[src/rtl/mmio_bridge_if.sv]
// CPU data-port and dmem bus bundle for mmio_bridge.
// slave: the bridge itself; master: processor core plus data memory.
interface mmio_bridge_if;
  logic [11:0] cpu_addr;
  logic [31:0] cpu_wdata;
  logic        cpu_wren;
  logic        cpu_rden;
  logic [31:0] cpu_rdata;
  logic [11:0] dmem_addr;
  logic [31:0] dmem_data;
  logic        dmem_wren;
  logic [31:0] dmem_q;

  modport slave (
    input  cpu_addr, cpu_wdata, cpu_wren, cpu_rden, dmem_q,
    output cpu_rdata, dmem_addr, dmem_data, dmem_wren
  );

  modport master (
    output cpu_addr, cpu_wdata, cpu_wren, cpu_rden, dmem_q,
    input  cpu_rdata, dmem_addr, dmem_data, dmem_wren
  );
endinterface

[src/rtl/mmio_bridge.sv]
// Data-port address decoder: dmem pass-through below MMIO_BASE, I/O registers
// (scancode FIFO, LED, cycle counter) above. Define KEY_BREAK_FILTER_EN to drop PS/2 break sequences.
module mmio_bridge #(
  parameter int unsigned FIFO_DEPTH = 8,
  parameter logic [11:0] MMIO_BASE  = 12'hFF0
) (
  input  logic              clock,
  input  logic              reset,
  mmio_bridge_if.slave      bus,
  input  logic              key_valid,
  input  logic [7:0]        key_code,
  output logic              key_ready,
  output logic [15:0]       led
);

  localparam int unsigned PW = (FIFO_DEPTH > 1) ? $clog2(FIFO_DEPTH) : 1;
  localparam int unsigned CW = PW + 1;

  localparam logic [1:0] OFF_STATUS = 2'd0;
  localparam logic [1:0] OFF_DATA   = 2'd1;
  localparam logic [1:0] OFF_LED    = 2'd2;
  localparam logic [1:0] OFF_CYCLE  = 2'd3;

  logic [12:0]   addr_ext;
  logic [12:0]   base_ext;
  logic          is_io;
  logic [1:0]    off;
  logic [11:0]   off_full;

  logic [7:0]    mem [FIFO_DEPTH];
  logic [PW-1:0] rd_ptr;
  logic [PW-1:0] wr_ptr;
  logic [CW-1:0] count;
  logic          overflow;
  logic [31:0]   cycle;

  logic          full;
  logic          empty;
  logic          push_cand;
  logic          pop;
  logic          do_push;
  logic          ovf_set;
  logic          wr_status;
  logic          wr_led;
  logic          wr_cycle;
  logic [31:0]   io_rdata;

  // Widen by one bit so MMIO_BASE+3 cannot wrap at the top of the address space
  assign addr_ext = {1'b0, bus.cpu_addr};
  assign base_ext = {1'b0, MMIO_BASE};
  assign is_io    = (addr_ext >= base_ext) && (addr_ext <= base_ext + 13'd3);
  assign off_full = bus.cpu_addr - MMIO_BASE;
  assign off      = off_full[1:0];

  assign bus.dmem_addr = bus.cpu_addr;
  assign bus.dmem_data = bus.cpu_wdata;
  assign bus.dmem_wren = bus.cpu_wren & ~is_io & reset;

  assign full      = (count == CW'(FIFO_DEPTH));
  assign empty     = (count == CW'(0));
  assign key_ready = ~full;

  assign wr_status = bus.cpu_wren & is_io & (off == OFF_STATUS);
  assign wr_led    = bus.cpu_wren & is_io & (off == OFF_LED);
  assign wr_cycle  = bus.cpu_wren & is_io & (off == OFF_CYCLE);

`ifdef KEY_BREAK_FILTER_EN
  typedef enum logic {FLT_IDLE, FLT_BREAK} flt_state_t;
  flt_state_t flt_state;

  // F0 arms BREAK; the byte following it is swallowed
  always_ff @(posedge clock) begin
    if (!reset) begin
      flt_state <= FLT_IDLE;
    end else if (key_valid) begin
      case (flt_state)
        FLT_IDLE:  flt_state <= (key_code == 8'hF0) ? FLT_BREAK : FLT_IDLE;
        FLT_BREAK: flt_state <= FLT_IDLE;
        default:   flt_state <= FLT_IDLE;
      endcase
    end
  end

  assign push_cand = key_valid && (flt_state == FLT_IDLE) && (key_code != 8'hF0);
`else
  assign push_cand = key_valid;
`endif

  // A pop frees the slot a same-cycle push needs, so full+pop+push is lossless
  assign pop     = bus.cpu_rden & is_io & (off == OFF_DATA) & ~empty;
  assign do_push = push_cand & (~full | pop);
  assign ovf_set = push_cand & full & ~pop;

  always_comb begin
    io_rdata = 32'd0;
    case (off)
      OFF_STATUS: io_rdata = {overflow, 25'd0, 5'(count), ~empty};
      OFF_DATA:   io_rdata = empty ? 32'd0 : {24'd0, mem[rd_ptr]};
      OFF_LED:    io_rdata = {16'd0, led};
      OFF_CYCLE:  io_rdata = cycle;
      default:    io_rdata = 32'd0;
    endcase
  end

  assign bus.cpu_rdata = is_io ? (bus.cpu_rden ? io_rdata : 32'd0) : bus.dmem_q;

  // Storage needs no reset: count/pointers define what is valid
  always_ff @(posedge clock) begin
    if (do_push) begin
      mem[wr_ptr] <= key_code;
    end
  end

  always_ff @(posedge clock) begin
    if (!reset) begin
      rd_ptr <= '0;
      wr_ptr <= '0;
      count  <= '0;
    end else begin
      if (do_push) wr_ptr <= wr_ptr + PW'(1);
      if (pop)     rd_ptr <= rd_ptr + PW'(1);
      if (do_push && !pop)      count <= count + CW'(1);
      else if (pop && !do_push) count <= count - CW'(1);
    end
  end

  // Set has priority over a same-cycle software clear
  always_ff @(posedge clock) begin
    if (!reset) begin
      overflow <= 1'b0;
    end else if (ovf_set) begin
      overflow <= 1'b1;
    end else if (wr_status && bus.cpu_wdata[31]) begin
      overflow <= 1'b0;
    end
  end

  always_ff @(posedge clock) begin
    if (!reset) begin
      led <= 16'd0;
    end else if (wr_led) begin
      led <= bus.cpu_wdata[15:0];
    end
  end

  always_ff @(posedge clock) begin
    if (!reset) begin
      cycle <= 32'd0;
    end else if (wr_cycle) begin
      cycle <= 32'd0;
    end else begin
      cycle <= cycle + 32'd1;
    end
  end

endmodule
[src/flat_wrapper.sv]
// flat-port wrapper written by rule: the top's interface ports become plain ports
module mmio_bridge_flat 
#(
  parameter int unsigned FIFO_DEPTH = 8,
  parameter logic [11:0] MMIO_BASE  = 12'hFF0
)
  (clock, reset, key_valid, key_code, key_ready, led, bus_cpu_addr, bus_cpu_wdata, bus_cpu_wren, bus_cpu_rden, bus_dmem_q, bus_cpu_rdata, bus_dmem_addr, bus_dmem_data, bus_dmem_wren);
  mmio_bridge_if bus_i ();
  input  logic clock;
  input  logic reset;
  input  logic key_valid;
  input  logic [7:0] key_code;
  output logic key_ready;
  output logic [15:0] led;
  input wire logic [$bits(bus_i.cpu_addr)-1:0] bus_cpu_addr;
  input wire logic [$bits(bus_i.cpu_wdata)-1:0] bus_cpu_wdata;
  input wire logic [$bits(bus_i.cpu_wren)-1:0] bus_cpu_wren;
  input wire logic [$bits(bus_i.cpu_rden)-1:0] bus_cpu_rden;
  input wire logic [$bits(bus_i.dmem_q)-1:0] bus_dmem_q;
  output wire logic [$bits(bus_i.cpu_rdata)-1:0] bus_cpu_rdata;
  output wire logic [$bits(bus_i.dmem_addr)-1:0] bus_dmem_addr;
  output wire logic [$bits(bus_i.dmem_data)-1:0] bus_dmem_data;
  output wire logic [$bits(bus_i.dmem_wren)-1:0] bus_dmem_wren;
  assign bus_i.cpu_addr = bus_cpu_addr;
  assign bus_i.cpu_wdata = bus_cpu_wdata;
  assign bus_i.cpu_wren = bus_cpu_wren;
  assign bus_i.cpu_rden = bus_cpu_rden;
  assign bus_i.dmem_q = bus_dmem_q;
  assign bus_cpu_rdata = bus_i.cpu_rdata;
  assign bus_dmem_addr = bus_i.dmem_addr;
  assign bus_dmem_data = bus_i.dmem_data;
  assign bus_dmem_wren = bus_i.dmem_wren;
  mmio_bridge #(.FIFO_DEPTH(FIFO_DEPTH), .MMIO_BASE(MMIO_BASE)) u_core (.clock(clock), .reset(reset), .bus(bus_i), .key_valid(key_valid), .key_code(key_code), .key_ready(key_ready), .led(led));
endmodule
[config.mk]
export PLATFORM = sky130hd
export DESIGN_NAME = mmio_bridge_flat
export DESIGN_NICKNAME = d
export VERILOG_FILES = /design/src/rtl/mmio_bridge_if.sv /design/src/rtl/mmio_bridge.sv /design/src/flat_wrapper.sv
export SDC_FILE = /design/constraint.sdc
export NUM_CORES = 1
export LEC_CHECK = 0
export CORE_AREA = 2 2 124 126
export CTS_CLUSTER_DIAMETER = 60
export DETAILED_ROUTE_END_ITERATION = 12
export DIE_AREA = 0 0 126 128
export GPL_ROUTABILITY_DRIVEN = 0
export GPL_TIMING_DRIVEN = 1
export PLACE_DENSITY_LB_ADDON = 0.1
export SYNTH_ARGS = -nofsm -noshare
export SYNTH_HDL_FRONTEND = slang
export SYNTH_SLANG_ARGS = --single-unit
[constraint.sdc]
create_clock -name clock -period 4.3 [get_ports clock]
set_clock_uncertainty 0.2 [all_clocks]
set_input_delay 1.29 -clock clock [delete_from_list [all_inputs] [get_ports clock]]
set_output_delay 1.29 -clock clock [all_outputs]
set_load 0.02 [all_outputs]
==> metrics, run 1 <==
first-pass GRT wire length=25300 um; vias in the first global route=4868; static leakage power=3.19 nW; top cell types by occurrence after synthesis=sky130_fd_sc_hd__nand2_1 (91), sky130_fd_sc_hd__edfxtp_1 (64), sky130_fd_sc_hd__dfxtp_1 (62); Netlist Area Pre-Place=6200 um2; post-detailed-placement half-perimeter wirelength=11700 um; number of cell rows=45; synthesized area divided by synthesized cell count=10.4 um2; delay of the slowest cell on the worst path=0.26 ns; total length of routed met3 wires=700 um; GRT Total Usage=0.202; horizontal die dimension=126 um; highest fanout seen on the critical path=9; setup_tns=0 ns; nature of the critical path startpoint=primary input; Final Net Count=841; crit path time final=4.21 ns; maximum number of buffers from clock root to sink=2; Final Cycle Share=0.980; power density normalized to cell area=362 nW/um2; number of setup violations in the final report=0; topmost layer with routed signal wires=met4; post-layout instance count excluding filler cells=946; total power=3.05 mW; Synth cell types=53; Worst Setup Path Type=in2out; core area=14900 um2; root cell of the clock tree=sky130_fd_sc_hd__clkbuf_16; Clk pin slew, worst setup/hold paths=0.06 ns; average wire per standard cell=17.1 um; R2R setup slack=0.90 ns; Die H=128 um; IR drop worst, VDD=0.000328 V; transition time at the pin with the least slew margin=0.606 ns; via density per instance=5.20; Boundary Pins=183; routed via count=4915; Post-Syn Instances=596; total CTS buffers=17; largest net degree at the start of global routing=38; Hold Crit Class=reg2reg; critical path's most frequent cell=sky130_fd_sc_hd__buf_4; final max-slew violation count=0; fraction of layout cells with a size suffix above 1=0.218; number of enable-type register cells in the synthesized netlist=64; Critical Path, Cell by Cell=dlygate4sd2_1, buf_4, buf_4, a22oi_1, a31oi_1, a21boi_2, o31ai_1, buf_2; worst hold slack=0.269 ns; dominant synthesized flop cell=sky130_fd_sc_hd__edfxtp_1; Post-route DRC=0; number of buffers inserted by port buffering=152; kind of capture point of the worst setup path=output port; flop and latch count out of synthesis=126; antenna viol nets, final=0; data arrival time of the critical path=2.72 ns; hold buffer count at cts=0; Seq/Total Area, Yosys=0.510; yosys warns=0; max_slew headroom=0.591; DR iter-0 viols=357; clk_lat worst skew=0.41 ns; placed inst area=7860 um2; share of async-settable or async-resettable flops after synthesis=0; total non-filler cell area in the finished layout=8440 um2; most frequently used cell type in the post-synthesis netlist=sky130_fd_sc_hd__nand2_1; Yosys top cell by area=sky130_fd_sc_hd__edfxtp_1; DP Cell Count=906; met2 wire len=8560 um; # diodes=0; area share of the largest cell type after synthesis=0.310; slowest stage cell, crit path=sky130_fd_sc_hd__dlygate4sd2_1; Die Outline Area=16100 um2; number of maximum-capacitance constraint violations=0; sum of routed wire segments on met1=6780 um; number of antenna violations at the first check in global routing=0; hold violation count in the final report=0; maximum operating frequency=237 MHz; Area contributors post-synth=sky130_fd_sc_hd__edfxtp_1 (31%), sky130_fd_sc_hd__dfxtp_1 (20%), sky130_fd_sc_hd__mux4_2 (5.8%), sky130_fd_sc_hd__nand2_1 (5.5%), sky130_fd_sc_hd__buf_4 (5.3%); Area growth, synth to finish=36.1%; Final Routed Wirelength=16200 um; Net Count, Synth=692; number of levels in the clock H-tree=4; clock tree from TritonCTS=built; effective utilization at floorplan=0.417; total congestion overflow after global routing=0; Filler Cell Count=1293; number of clock sinks=126; outcome=finished clean; length of the first detailed-routing pass in iterations=4; required time at the endpoint of the critical path=2.81 ns; unrepaired setup endpoints after global routing=false
## final timing paths
path	cells past startpoint	end	startpoint
setup reg to reg	12	u_core.count[3]$_SDFFE_PN0P_	u_core.count[0]$_SDFFE_PN0P_
hold reg to reg	1	u_core.cycle[0]$_SDFF_PP0_	u_core.cycle[0]$_SDFF_PP0_
hold / removal	1	u_core.cycle[0]$_SDFF_PP0_	u_core.cycle[0]$_SDFF_PP0_
setup / recovery	8	bus_cpu_rdata[1]	bus_cpu_addr[1]
## worst max-delay path, delay by kind of cell
family / cells / cell delay [ns]
AO/OA/AOI/OAI: 4 / 0.65
buffers and inverters: 4 / 0.78
## cell families after synthesis
kind of cell	Yosys count	synth area share
adders and majority gates	7	0.0153
AOI/OAI and AO/OA	77	0.0781
muxes	34	0.0874
xor gates and xnor gates	26	0.0367
buffers and inverters	82	0.0791
DFF	126	0.510
and+or+nand+nor	244	0.193
## cells in the final DEF (no fill, tap or decap), types with 10 or more instances in the layout
master / synthesis / final
sky130_fd_sc_hd__edfxtp_1: 64 / 64
sky130_fd_sc_hd__clkbuf_16: 0 / 17
sky130_fd_sc_hd__xor2_1: 16 / 16
sky130_fd_sc_hd__dfxtp_1: 62 / 62
sky130_fd_sc_hd__a21oi_1: 10 / 10
sky130_fd_sc_hd__o21ai_0: 33 / 23
sky130_fd_sc_hd__xnor2_1: 10 / 10
sky130_fd_sc_hd__clkdlybuf4s50_1: 0 / 107
sky130_fd_sc_hd__and3_1: 11 / 10
sky130_fd_sc_hd__nand3_1: 46 / 46
sky130_fd_sc_hd__buf_4: 44 / 45
sky130_fd_sc_hd__o21ai_1: 0 / 10
sky130_fd_sc_hd__buf_2: 8 / 35
sky130_fd_sc_hd__nand4_1: 11 / 11
sky130_fd_sc_hd__nor2_1: 46 / 46
sky130_fd_sc_hd__nand2_1: 91 / 89
sky130_fd_sc_hd__mux2i_1: 17 / 17
sky130_fd_sc_hd__mux4_2: 16 / 16
## state kept, by name (all words and copies together), names as in the netlist, named ones only
name             flops
u_core.mem          64
u_core.cycle        32
u_core.led          16
u_core.count         4
u_core.rd_ptr        3
u_core.wr_ptr        3
u_core.overflow      1
## where the power goes
part           internal (mW)  switching (mW)  leakage [nW]
sequential              1.30          0.0277          1.08
combinational          0.204           0.202          1.85
clock                  0.788           0.529         0.258
total                   2.29           0.759          3.19
## cell type report
cell class	instances	area, um2	share of cell area
clock inverter	15	121	0.0144
clock buffer	17	425	0.0504
sequential	126	3160	0.375
tap	188	235	0.0279
timing repair buffer	206	1860	0.221
multi-input combinational	388	2610	0.309
inverter	6	22.5	0.00267
## timing repair
item,CTS,global route
resized for setup,218,10
setup buffers,5,1
endpoints found under the setup margin,33,14
pin swaps,7,1
cloned,3,0
## per-stage QoR
step	utilization	setup WS, ns
2_1_floorplan	-	0.0668
3_3_place_gp	0.529	-0.713
3_5_place_dp	0.529	-0.797
4_1_cts	0.568	0.00976
5_1_grt	0.568	0.0139
6_report	0.568	0.0855
## metal layers
| layer | track usage | vias up |
|---|---|---|
| li1 | - | 2421 |
| met1 | 0.243 | 2384 |
| met2 | 0.363 | 100 |
| met3 | 0.0442 | 10 |
| met4 | 0.0614 | 0 |
| met5 | 0 | - |
Note: power is estimated with default switching activity, not from simulation.
==> run 2: changes to the inputs <==
CORE_AREA = 2 2 88 175   (was 2 2 124 126)
DIE_AREA = 0 0 90 177   (was 0 0 126 128)
==> run 2 against run 1 <==
Clock power about the same. Routed wire length fell by 4.6%. Via count shrank 0.90%. Sequential share of layout area down 0.67 points. First-iteration DRC count is 32% lower. Critical endpoint unchanged. Largest power group is now clock.
==> metrics, run 2 (synthesized netlist as in run 1, its figures left out) <==
hold violation count in the final report=0 (unchanged); Die Outline Area=15900 um2 (-1.2%); hold buffer count at cts=0 (unchanged); number of maximum-capacitance constraint violations=0 (unchanged); maximum operating frequency=235 MHz (-0.80%); average wire per standard cell=16.2 um (-5.3%); slowest stage cell, crit path=sky130_fd_sc_hd__or4_4; IR drop worst, VDD=0.000283 V (-14%); highest fanout seen on the critical path=4 (-5); Regs by FF count=u_core.mem (64), u_core.cycle (32), u_core.led (16); static leakage power=3.25 nW (+2.1%); Die H=177 um (+38%); maximum number of buffers from clock root to sink=2 (unchanged); Final Cycle Share=0.988 (+0.00792); GRT Total Usage=0.201 (-0.000429); number of clock sinks=126 (unchanged); clock tree from TritonCTS=built; transition time at the pin with the least slew margin=0.634 ns (+0.0282 ns); Boundary Pins=183 (unchanged); Critical Path, Cell by Cell=clkdlybuf4s15_2, or4_4, buf_12, buf_16, o31ai_2, buf_4; Clk pin slew, worst setup/hold paths=0.06 ns (about the same); DR iter-0 viols=242 (-32%); effective utilization at floorplan=0.423 (+0.00577); clk_lat worst skew=0.41 ns (about the same); delay of the slowest cell on the worst path=0.56 ns (+0.30 ns); crit path time final=4.25 ns (+0.0341 ns); # diodes=0 (unchanged); Hold Crit Class=reg2reg; Final Routed Wirelength=15400 um (-4.6%); power density normalized to cell area=362 nW/um2 (+0.16%); final max-slew violation count=0 (unchanged); Final Net Count=841 (unchanged); startpoint of the lowest-slack register-to-register path=u_core.count[0]$_SDFFE_PN0P_; smallest setup slack after layout=0.0515 ns (-0.0341 ns); core area=14700 um2 (-1.4%); horizontal die dimension=90 um (-29%); Post-route DRC=0 (unchanged); root cell of the clock tree=sky130_fd_sc_hd__clkbuf_16; length of the first detailed-routing pass in iterations=4 (unchanged); number of setup violations in the final report=0 (unchanged); register ranked first by flip-flop count=u_core.mem; vias in the first global route=5036 (+3.5%); routed via count=4871 (-0.90%); max FFs per register=64 (unchanged); launch point of the worst hold path=u_core.led[4]$_SDFFE_PN0P_; fraction of layout cells with a size suffix above 1=0.219 (+0.00132); Post-Place Worst Slack=-0.791 ns (+0.00631 ns); Worst Reg-to-Reg Cells=12 (unchanged); first-pass GRT wire length=25300 um (-0.11%); Worst Setup Path Type=in2out; via density per instance=5.11 (-1.6%); cell depth of the worst hold path=2 (+1); Area growth, synth to finish=38.6%; total power=3.11 mW (+2.0%); required time at the endpoint of the critical path=2.81 ns (about the same); total congestion overflow after global routing=0 (unchanged); number of levels in the clock H-tree=4 (unchanged); number of buffers inserted by port buffering=152 (unchanged); max_slew headroom=0.572 (-0.0191); antenna viol nets, final=0 (unchanged); number of antenna violations at the first check in global routing=0 (unchanged); data arrival time of the critical path=2.76 ns (+0.04 ns); critical path startpoint=bus_cpu_addr[2]; most common library cell in the layout ignoring fill and taps=sky130_fd_sc_hd__clkdlybuf4s50_1; number of cell rows=63 (+40%); post-detailed-placement half-perimeter wirelength=11000 um (-6.2%); top library cells by usage in the layout, fill and taps aside=sky130_fd_sc_hd__clkdlybuf4s50_1 (107), sky130_fd_sc_hd__nand2_1 (91), sky130_fd_sc_hd__edfxtp_1 (64); outcome=finished clean; largest net degree at the start of global routing=38 (unchanged); nature of the critical path startpoint=primary input; total CTS buffers=17 (unchanged); kind of capture point of the worst setup path=output port
-- run 2: worst paths after layout --
check,slack [ns],to
max,0.05,bus_cpu_rdata[1]
min,0.28,u_core.led[4]$_SDFFE_PN0P_
max reg2reg,0.97,u_core.count[3]$_SDFFE_PN0P_
min reg2reg,0.28,u_core.led[4]$_SDFFE_PN0P_
-- run 2: where the power goes --
group          internal, mW  total, mW  switching (mW)
registers              1.30       1.32          0.0213
clock network         0.807       1.35           0.547
logic                 0.219      0.437           0.218
-- run 2: repair_timing --
action,CTS,global route
pin swaps,5,5
endpoints found under the setup margin,33,8
gates cloned,4,0
resized for setup,230,22
buffers inserted,2,0
-- run 2: routing by layer --
| layer | routed length, um | GRT usage | part of all wire |
|---|---|---|---|
| met5 | 0 | 0 | 0 |
| met4 | 115 | 0.0590 | 0.0075 |
| met3 | 932 | 0.0618 | 0.060 |
| met2 | 7560 | 0.336 | 0.49 |
| met1 | 6800 | 0.253 | 0.44 |
-- run 2: layout make-up --
class | instances | area (um2)
Tap cell | 195 | 244
Multi-Input combinational cell | 388 | 2640
Inverter | 6 | 22.5
Timing Repair Buffer | 206 | 1970
Fill cell | 1286 | 6070
Clock inverter | 13 | 128
Sequential cell | 126 | 3160
Clock buffer | 19 | 433
-- run 2: worst max-delay path, delay by kind of cell --
family / cells / cell delay (ns)
buffers and inverters: 4 / 0.67
and+or+nand+nor: 1 / 0.56
AOI/OAI and AO/OA: 1 / 0.22
-- run 2: stage by stage --
step	instance area, um2	hold WS (ns)	instances	TNS (ns)	util
global placement	7900	0.247	915	-22.52	0.539
CTS	8510	0.277	953	0	0.580
floorplan	6200	0.230	596	0	-
finish	8590	0.275	953	0	0.586
detailed placement	7900	0.259	915	-23.72	0.539
global route	8590	0.293	953	-0.0125	0.586
